## src/rtl/bram_arb2.sv

```systemverilog
// Two-requester round-robin arbiter and access sequencer for a single-port BRAM
// with one-cycle registered read data. Read results are steered back to the issuer.
module bram_arb2 #(
    parameter int WIDTH  = 8,
    parameter int ADDR_W = 11
) (
    input  logic              clk,
    input  logic              rst_n,
    input  logic              req_a,
    input  logic              we_a,
    input  logic [ADDR_W-1:0] addr_a,
    input  logic [WIDTH-1:0]  wdata_a,
    input  logic              lock_a,
    output logic              gnt_a,
    output logic              rvalid_a,
    output logic [WIDTH-1:0]  rdata_a,
    input  logic              req_b,
    input  logic              we_b,
    input  logic [ADDR_W-1:0] addr_b,
    input  logic [WIDTH-1:0]  wdata_b,
    input  logic              lock_b,
    output logic              gnt_b,
    output logic              rvalid_b,
    output logic [WIDTH-1:0]  rdata_b,
    output logic [ADDR_W-1:0] mem_addr,
    output logic [WIDTH-1:0]  mem_din,
    output logic              mem_we,
    input  logic [WIDTH-1:0]  mem_dout
);

    typedef enum logic [1:0] {
        ARB    = 2'd0,
        LOCK_A = 2'd1,
        LOCK_B = 2'd2
    } state_t;

    state_t              state_r;
    logic                last_r;
    logic                gnt_a_s;
    logic                gnt_b_s;
    logic                xfer_a_s;
    logic                xfer_b_s;
    logic [ADDR_W-1:0]   mem_addr_r;
    logic [WIDTH-1:0]    mem_din_r;
    logic                mem_we_r;
    logic                rd_v1_r;
    logic                rd_b1_r;
    logic                rd_v2_r;
    logic                rd_b2_r;
    logic                rvalid_a_r;
    logic                rvalid_b_r;
    logic [WIDTH-1:0]    rdata_a_r;
    logic [WIDTH-1:0]    rdata_b_r;

    // Grant decode: last_r names the previous winner, so a tie goes to the other side.
    always_comb begin
        gnt_a_s = 1'b0;
        gnt_b_s = 1'b0;
        if (!rst_n) begin
            gnt_a_s = 1'b0;
            gnt_b_s = 1'b0;
        end else begin
            case (state_r)
                ARB: begin
                    if (req_a && req_b) begin
                        gnt_a_s = last_r;
                        gnt_b_s = ~last_r;
                    end else begin
                        gnt_a_s = req_a;
                        gnt_b_s = req_b;
                    end
                end
                LOCK_A:  gnt_a_s = req_a;
                LOCK_B:  gnt_b_s = req_b;
                default: begin
                    gnt_a_s = 1'b0;
                    gnt_b_s = 1'b0;
                end
            endcase
        end
    end

    assign xfer_a_s = req_a & gnt_a_s;
    assign xfer_b_s = req_b & gnt_b_s;
    assign gnt_a    = gnt_a_s;
    assign gnt_b    = gnt_b_s;

    // Ownership state machine and last-served tracking.
    always_ff @(posedge clk) begin
        if (!rst_n) begin
            state_r <= ARB;
            last_r  <= 1'b1;
        end else begin
            case (state_r)
                ARB: begin
                    if (xfer_a_s) begin
                        last_r <= 1'b0;
                        if (lock_a) begin
                            state_r <= LOCK_A;
                        end
                    end else if (xfer_b_s) begin
                        last_r <= 1'b1;
                        if (lock_b) begin
                            state_r <= LOCK_B;
                        end
                    end
                end
                LOCK_A: begin
                    if (xfer_a_s) begin
                        last_r <= 1'b0;
                    end
                    if (!lock_a) begin
                        state_r <= ARB;
                    end
                end
                LOCK_B: begin
                    if (xfer_b_s) begin
                        last_r <= 1'b1;
                    end
                    if (!lock_b) begin
                        state_r <= ARB;
                    end
                end
                default: begin
                    state_r <= ARB;
                    last_r  <= 1'b1;
                end
            endcase
        end
    end

    // Issue stage: present the granted access to the BRAM and tag reads with their owner.
    always_ff @(posedge clk) begin
        if (!rst_n) begin
            mem_addr_r <= {ADDR_W{1'b0}};
            mem_din_r  <= {WIDTH{1'b0}};
            mem_we_r   <= 1'b0;
            rd_v1_r    <= 1'b0;
            rd_b1_r    <= 1'b0;
        end else if (xfer_a_s) begin
            mem_addr_r <= addr_a;
            mem_din_r  <= wdata_a;
            mem_we_r   <= we_a;
            rd_v1_r    <= ~we_a;
            rd_b1_r    <= 1'b0;
        end else if (xfer_b_s) begin
            mem_addr_r <= addr_b;
            mem_din_r  <= wdata_b;
            mem_we_r   <= we_b;
            rd_v1_r    <= ~we_b;
            rd_b1_r    <= 1'b1;
        end else begin
            mem_we_r   <= 1'b0;
            rd_v1_r    <= 1'b0;
        end
    end

    // Return stage: the tag trails the BRAM output register by one cycle.
    always_ff @(posedge clk) begin
        if (!rst_n) begin
            rd_v2_r    <= 1'b0;
            rd_b2_r    <= 1'b0;
            rvalid_a_r <= 1'b0;
            rvalid_b_r <= 1'b0;
            rdata_a_r  <= {WIDTH{1'b0}};
            rdata_b_r  <= {WIDTH{1'b0}};
        end else begin
            rd_v2_r    <= rd_v1_r;
            rd_b2_r    <= rd_b1_r;
            rvalid_a_r <= rd_v2_r & ~rd_b2_r;
            rvalid_b_r <= rd_v2_r & rd_b2_r;
            if (rd_v2_r && !rd_b2_r) begin
                rdata_a_r <= mem_dout;
            end
            if (rd_v2_r && rd_b2_r) begin
                rdata_b_r <= mem_dout;
            end
        end
    end

    assign mem_addr = mem_addr_r;
    assign mem_din  = mem_din_r;
    assign mem_we   = mem_we_r;
    assign rvalid_a = rvalid_a_r;
    assign rvalid_b = rvalid_b_r;
    assign rdata_a  = rdata_a_r;
    assign rdata_b  = rdata_b_r;

endmodule
```

## config.mk

```make
export PLATFORM = sky130hd
export DESIGN_NAME = bram_arb2
export DESIGN_NICKNAME = d
export VERILOG_FILES = /design/src/rtl/bram_arb2.sv
export SDC_FILE = /design/constraint.sdc
export NUM_CORES = 1
export LEC_CHECK = 0
export CORE_MARGIN = 5
export CORE_UTILIZATION = 41
export DETAILED_ROUTE_END_ITERATION = 8
export GPL_ROUTABILITY_DRIVEN = 1
export HOLD_SLACK_MARGIN = 0.1
export PLACE_DENSITY = 0.8
export SLEW_MARGIN = 5
export SYNTH_ARGS = -nofsm -noshare
export SYNTH_HDL_FRONTEND = slang
export SYNTH_SLANG_ARGS = --single-unit
```

## constraint.sdc

```tcl
create_clock -name clk -period 1.5 [get_ports clk]
set_input_delay 0.225 -clock clk [delete_from_list [all_inputs] [get_ports clk]]
set_output_delay 0.225 -clock clk [all_outputs]
set_load 0.02 [all_outputs]
```

==> results by group, run 1 <==
Clock tree
  • CTS tree: done
  • Clk buf depth: 2
  • Clk sink count: 45
  • Cts hold-fix bufs: 0
  • Post-CTS setup buffer count: 0
  • CTS Buf Count: 5
  • Clk pin slew, worst setup/hold paths: 80 ps
  • CTS H-Tree Depth: 2
  • Latest clock arrival within the worst-skew pair: 300 ps
  • Clock Tree Root: clkbuf_8

Place
  • PortBufs: 93
  • Placed Area: 3000 um^2
  • Dpl hpwl: 4.25 mm
  • DP Cell Count: 380
  • GPL Wtd Cong: 0.873

Setup path
  • CP Capture Point: mem_din[5]
  • Required @ worst endpoint: 1270 ps
  • Reg-to-reg critical path endpoint: mem_din[0]
  • CP max FO: 2
  • CP max stage cell: clkdlybuf4s50_1
  • CP startpoint: mem_din[5]
  • Crit path capture type: output port
  • WP buf/inv: 1
  • Critical path launch point type: flip-flop
  • Setup slack, reg-to-reg: 100 ps
  • Critical path arrival: 1250 ps
  • Reg2reg start: last_r
  • Critical Setup Path Class: flip-flop to output port
  • Crit. path cell count: 1
  • Cell Chain, Critical Path: clkdlybuf4s50_1
  • Worst r2r path cells: 4
  • Cell family with most CP delay: buffers and inverters
  • CP peak stage delay: 610 ps

STA
  • Slew @ Worst Pin: 397 ps
  • Count of final setup violators: 0
  • Minimum clock period: 1470 ps
  • RSZ-0062 raised after global routing: true
  • Max Clock Freq: 679 MHz
  • Slew Limit Fails: 0
  • Fin Clk Skew: 4.79 ps
  • Tcrit/Tclk final: 98.2%
  • Slew headroom: 72.9%
  • Minimum hold slack: 286 ps
  • Final Hold Viols: 0

Floorplanning
  • Core Area: 4720 um^2
  • Die H: 79.9 um
  • # rows: 25
  • # IOs: 94
  • Die ar.: 6380 um^2
  • DIE WIDTH: 79.9 um
  • Initial Utilization: 42.4%

Finish
  • # diodes: 0
  • Final net count: 374
  • Fin util: 67.4%
  • Area Growth Syn to Fin: 59.0%
  • Fraction of layout cells with a size suffix above 1: 11.2%
  • Filler Cells Inserted: 388
  • Design area: 3180 um^2
  • Cell Count, Final, Fillers Out: 388

GRT
  • Grt ovf: 0
  • Largest net degree at the start of global routing: 43
  • Vias in the first global route: 2,030
  • Initial antenna violation count: 0
  • First-pass GRT wire length: 9.91 mm
  • GRT Total Usage: 19.6%

Yosys
  • Mapped Area: 2000 um^2
  • Synth warn: 0
  • Syn Nets: 282
  • Compound-gate portion of the synthesized area: 27.9%
  • Cells after Synth: 228
  • Largest family of logic cells by synthesized area: compound AO/OA/AOI/OAI gates
  • Sequential area share after synthesis: 45.0%
  • Netlist cell types: 30
  • Flops & latches, synth: 45
  • Mapped Avg Cell Area: 8.79 um^2
  • Multiplexer area fraction after synthesis: 0%
  • Synth Area in Adders: 0%
  • Xor and xnor area share after synthesis: 0%
  • Post-synthesis simple-gate area fraction: 19.2%

Route
  • DRC: 0
  • Via Count: 2,078
  • Final WL: 6.08 mm
  • Max layer used: met4
  • Met3 WL: 605 um
  • First-pass DRT Iterations: 4
  • DR vias/cell: 5.36
  • WL met1: 2.70 mm
  • Wire length on met2: 2.72 mm
  • Routed Antenna Nets: 0
  • WL per Instance: 15.7 um
  • DR iter-0 viols: 119

Power and ir drop
  • Int Power: 1.91 mW
  • Part of the power in combinational logic: 23.3%
  • PwrDens: 833 nW/um^2
  • Flop pwr share: 49.0%
  • VDD IR max: 0.000411 V
  • NetSw: 0.745 mW
  • Switching Share: 28.1%
  • Clock network fraction of design power: 27.7%
  • Leak pwr: 1.58 nW

Outcome
  • Status: finished clean

Job
  • Max_cap viols: 0

Hold path
  • HP Class: primary input to flip-flop
-- layer usage --
metal | up-vias | GRT usage [%]
met5 | - | 0
met4 | 0 | 5.74
met3 | 5 | 6.43
met2 | 100 | 30.0
met1 | 944 | 26.1
li1 | 1029 | -
-- through the flow --
step                power (mW)  setup TNS, ps  worst slack [ps]
floorplan                 1.62              0               227
global placement          1.94          -6810              -523
detailed placement        1.95          -7530              -548
CTS                       2.68              0             0.189
global route              2.80          -21.4             -21.3
finish                    2.65              0              27.5
-- flip-flops by register name, summed over array words and instances (netlist names) --
signal,cells
last_r,1
rdata_b,8
rvalid_b,1
rdata_a,8
mem_addr,11
rd_v2_r,1
mem_din,8
rd_b1_r,1
mem_we,1
rvalid_a,1
state_r,2
rd_b2_r,1
rd_v1_r,1
-- power groups by stage --
stage | clock (mW) | combinational (mW) | sequential [mW]
2_1_floorplan | 0 | 0.228 | 1.40
3_3_place_gp | 0 | 0.614 | 1.33
3_5_place_dp | 0 | 0.620 | 1.33
4_1_cts | 0.752 | 0.621 | 1.30
5_1_grt | 0.818 | 0.666 | 1.31
6_report | 0.735 | 0.617 | 1.30
-- logic make-up (layout without fill, tap and decap cells) --
kind of cell           after synthesis  in the layout
AO/OA/AOI/OAI                       84             84
flip-flops                          45             45
buffers and inverters               27            120
AND/OR/NAND/NOR                     72             72
-- worst min path at each step --
stage	cells past startpoint	from	endpoint	slack, ps
global route	4	rst_n	state_r[0]	300
detailed placement	1	rd_v1_r	rd_v2_r	420
CTS	4	rst_n	state_r[0]	290
global placement	1	rd_v1_r	rd_v2_r	420
finish	4	rst_n	state_r[0]	290
floorplan	2	mem_dout[0]	rdata_a[0]	370
-- synthesized netlist by cell type --
library cell	instances	area share, %
a2111oi_0	1	0.44
a211oi_1	1	0.37
a21boi_0	17	6.4
a21boi_1	1	0.37
a31oi_1	19	5.9
and2_0	1	0.31
and2_1	4	1.2
and3_1	1	0.31
buf_1	1	0.19
buf_2	12	3.0
buf_4	3	1.1
buf_6	4	2.2
clkbuf_1	6	1.1
dfxtp_1	45	45
inv_1	1	0.19
nand2_1	27	5.1
nand2b_1	1	0.31
nand3_1	8	2.0
nand3b_1	1	0.37
nand4_1	20	6.2
nor2_1	3	0.56
nor2b_1	2	0.62
nor2b_2	1	0.44
nor3_1	1	0.25
nor3b_4	1	0.94
o21a_1	4	1.5
o21ai_0	21	5.2
o221a_2	1	0.56
o31ai_1	19	7.1
or3b_4	1	0.56
-- what timing repair did --
action                                  in CTS  in global routing
gates resized for setup                     19                 39
pin swaps                                    0                  2
endpoints found under the setup margin      11                 48
-- final cells by class --
type,instances,area [um^2],share of cell area [%]
tap,67,83.8,2.63
timing repair buffer,111,1150,36.0
clock buffer,6,72.6,2.28
clock inverter,2,10.0,0.314
sequential,45,905,28.4
inverter,1,3.75,0.118
multi-input combinational,156,963,30.3
-- cells in the final DEF, fill, tap and decap left out, drive strengths merged, types with 2 or more instances in the layout --
master / instances
buf: 21
o21ai: 21
dlymetal6s2s: 31
clkinv: 2
dlygate4sd2: 5
dfxtp: 45
and2: 5
nand4: 20
a31oi: 19
o31ai: 19
a21boi: 18
nand2: 27
nand3: 8
clkbuf: 6
o21a: 4
clkdlybuf4s50: 54
nor2: 3
nor2b: 3
No activity file was read; power rests on OpenSTA's default activity.
==> inputs of run 2 (changes only) <==
--- a/config.mk
+++ b/config.mk
@@ -5,12 +5,12 @@
 export SDC_FILE = /design/constraint.sdc
 export NUM_CORES = 1
 export LEC_CHECK = 0
-export CORE_MARGIN = 5
 export CORE_UTILIZATION = 41
 export DETAILED_ROUTE_END_ITERATION = 8
 export GPL_ROUTABILITY_DRIVEN = 1
 export HOLD_SLACK_MARGIN = 0.1
 export PLACE_DENSITY = 0.8
+export REMOVE_ABC_BUFFERS = 1
 export SLEW_MARGIN = 5
 export SYNTH_ARGS = -nofsm -noshare
 export SYNTH_HDL_FRONTEND = slang
==> run 2 against run 1 <==
Clock power decreased by 3%; count of clock-buffer cells in the layout stayed put; combinational power grew 0.6%.
==> results by group, run 2 (synthesized netlist as in run 1, its figures left out) <==
Power and ir drop
  • Switching Share: 27.7% (-0.43 points)
  • Leak pwr: 1.47 nW (-7.0%)
  • NetSw: 0.731 mW (-2.0%)
  • Total power: 2.64 mW (-0.44%)
  • VDD IR max: 0.000515 V (+25%)
  • Flop pwr share: 49.4% (+0.4 points)
  • Part of the power in combinational logic: 23.5% (+0.2 points)
  • Int Power: 1.91 mW (+0.16%)
  • Clock network fraction of design power: 27.1% (-0.6 points)
  • PwrDens: 833 nW/um^2 (about the same)

Finish
  • # diodes: 0 (unchanged)
  • Filler Cells Inserted: 407 (+4.9%)
  • Area Growth Syn to Fin: 58.3%
  • Multi-input logic area: 965 um^2 (+0.13%)
  • Commonest non-fill, non-tap cell in the layout: clkdlybuf4s50_1
  • Fraction of layout cells with a size suffix above 1: 11.8% (+0.59 points)
  • Reg area: 906 um^2 (+0.14%)
  • Max reg flops: 11 (unchanged)
  • Final net count: 375 (+0.27%)
  • Most frequent cells in the layout: clkdlybuf4s50_1, dfxtp_1, nand2_1

STA
  • Max Clock Freq: 676 MHz (-0.47%)
  • Count of final setup violators: 0 (unchanged)
  • Slew @ Worst Pin: 346 ps (-50.8 ps)
  • Final worst slack: 20.5 ps (-6.99 ps)
  • Slew headroom: 76.9% (+4.1 points)
  • Minimum clock period: 1480 ps (+6.99 ps)
  • RSZ-0062 raised after global routing: false
  • Fin Clk Skew: 6.23 ps (+1.45 ps)
  • Slew Limit Fails: 0 (unchanged)
  • Final Hold Viols: 0 (unchanged)
  • Tcrit/Tclk final: 98.6% (+0.47 points)

Setup path
  • WP buf/inv: 1 (unchanged)
  • Crit path capture type: output port
  • Required @ worst endpoint: 1270 ps (about the same)
  • Critical path launch point type: flip-flop
  • Cell Chain, Critical Path: clkdlybuf4s50_1
  • CP max FO: 2 (unchanged)
  • Reg-to-reg critical path endpoint: mem_addr[9]
  • Critical path arrival: 1250 ps (about the same)
  • Reg2reg start: last_r
  • Worst r2r path cells: 4 (unchanged)
  • Critical Setup Path Class: flip-flop to output port
  • Cell family with most CP delay: buffers and inverters
  • Setup slack, reg-to-reg: 60 ps (-40 ps)
  • CP startpoint: rdata_a[3]
  • CP max stage cell: clkdlybuf4s50_1
  • CP peak stage delay: 610 ps (about the same)

Route
  • Max layer used: met4
  • Via Count: 2,121 (+2.1%)
  • WL per Instance: 14.8 um (-5.4%)
  • Wire length on met2: 2.70 mm (-0.73%)
  • First-pass DRT Iterations: 4 (unchanged)
  • DR iter-0 viols: 104 (-13%)
  • Routed Antenna Nets: 0 (unchanged)
  • WL met1: 2.50 mm (-7.4%)
  • DRC: 0 (unchanged)
  • DR vias/cell: 5.45 (+1.8%)
  • Met3 WL: 501 um (-17%)
  • Final WL: 5.76 mm (-5.1%)

Floorplanning
  • Core Area: 4720 um^2 (unchanged)
  • Die ar.: 5170 um^2 (-19%)
  • Die H: 71.9 um (-10%)
  • # IOs: 94 (unchanged)
  • Initial Utilization: 42.4% (unchanged)
  • # rows: 25 (unchanged)
  • DIE WIDTH: 71.9 um (-10%)

GRT
  • Largest net degree at the start of global routing: 43 (unchanged)
  • Vias in the first global route: 1,989 (-2.0%)
  • Initial antenna violation count: 0 (unchanged)
  • Grt ovf: 0 (unchanged)
  • First-pass GRT wire length: 9.09 mm (-8.3%)
  • GRT Total Usage: 22.3% (+2.7 points)

Place
  • PortBufs: 93 (unchanged)
  • GPL Wtd Cong: 0.793 (-9.2%)
  • Dpl ws: -635 ps (-87.1 ps)
  • Dpl hpwl: 3.88 mm (-8.7%)

Clock tree
  • Clock Tree Root: clkbuf_8
  • Clk buf depth: 2 (unchanged)
  • Clk pin slew, worst setup/hold paths: 80 ps (about the same)
  • Clk sink count: 45 (unchanged)
  • Latest clock arrival within the worst-skew pair: 290 ps (about the same)
  • CTS tree: done
  • CTS H-Tree Depth: 2 (unchanged)
  • CTS Buf Count: 5 (unchanged)

Hold path
  • Hold EP: state_r[0]
  • Hold path cells: 4 (unchanged)
  • HP Class: primary input to flip-flop
  • Worst hold start: rst_n

Job
  • Max_cap viols: 0 (unchanged)

Outcome
  • Status: finished clean
==> run 2: cell types whose count changed in the layout (fill, tap and decap cells not counted), moves of 2 or more <==
| cell | change |
|---|---|
| clkdlybuf4s50_1 | +9 |
| dlymetal6s2s_1 | -7 |
| buf_4 | +3 |
| buf_6 | -2 |
| dlygate4sd2_1 | -2 |
==> run 2: power groups by stage <==
stage               logic [mW]  registers [mW]  clock network [mW]
global route             0.666            1.31               0.774
finish                   0.621            1.31               0.715
CTS                      0.623            1.31               0.733
global placement         0.614            1.33                   0
floorplan                0.170            1.40                   0
detailed placement       0.621            1.33                   0
==> run 2: timing repair <==
item | 4_1_cts | 5_1_grt
gates resized for setup | 16 | 34
buffers inserted | 0 | 0
hold buffers | 0 | 0
pin swaps | 0 | 3
endpoints found under the hold margin | 0 | 0
endpoints found under the setup margin | 18 | 46
==> run 2: stage by stage <==
| step | instances | area [um^2] | util, % | hold slack [ps] | setup TNS, ps |
|---|---|---|---|---|---|
| 2_1_floorplan | 202 | 1850 | - | 301 | -25150 |
| 3_3_place_gp | 382 | 3010 | 63.8 | 416 | -7690 |
| 3_5_place_dp | 382 | 3010 | 63.8 | 422 | -7630 |
| 4_1_cts | 390 | 3100 | 65.5 | 278 | -8.90 |
| 5_1_grt | 389 | 3170 | 67.2 | 328 | 0 |
| 6_report | 389 | 3170 | 67.2 | 273 | 0 |
==> run 2: worst max-delay path by stage <==
stage | cells after the start | to
after floorplan | 3 | gnt_b
after global placement | 5 | gnt_b
after detailed placement | 5 | gnt_b
after CTS | 5 | gnt_b
after global routing | 1 | rdata_b[2]
final | 1 | rdata_a[3]
==> run 2: cell type report <==
class / count / share of cell area, %
timing repair buffer: 112 / 35.7
clock inverter: 2 / 0.316
inverter: 1 / 0.118
sequential: 45 / 28.6
tap: 67 / 2.64
clock buffer: 6 / 2.29
multi-input combinational: 156 / 30.4
==> run 2: routing by layer <==
metal,track usage (%),vias to the layer above
met2,38.2,104
met1,26.9,984
met5,0,-
met4,6.32,0
li1,-,1027
met3,7.36,6
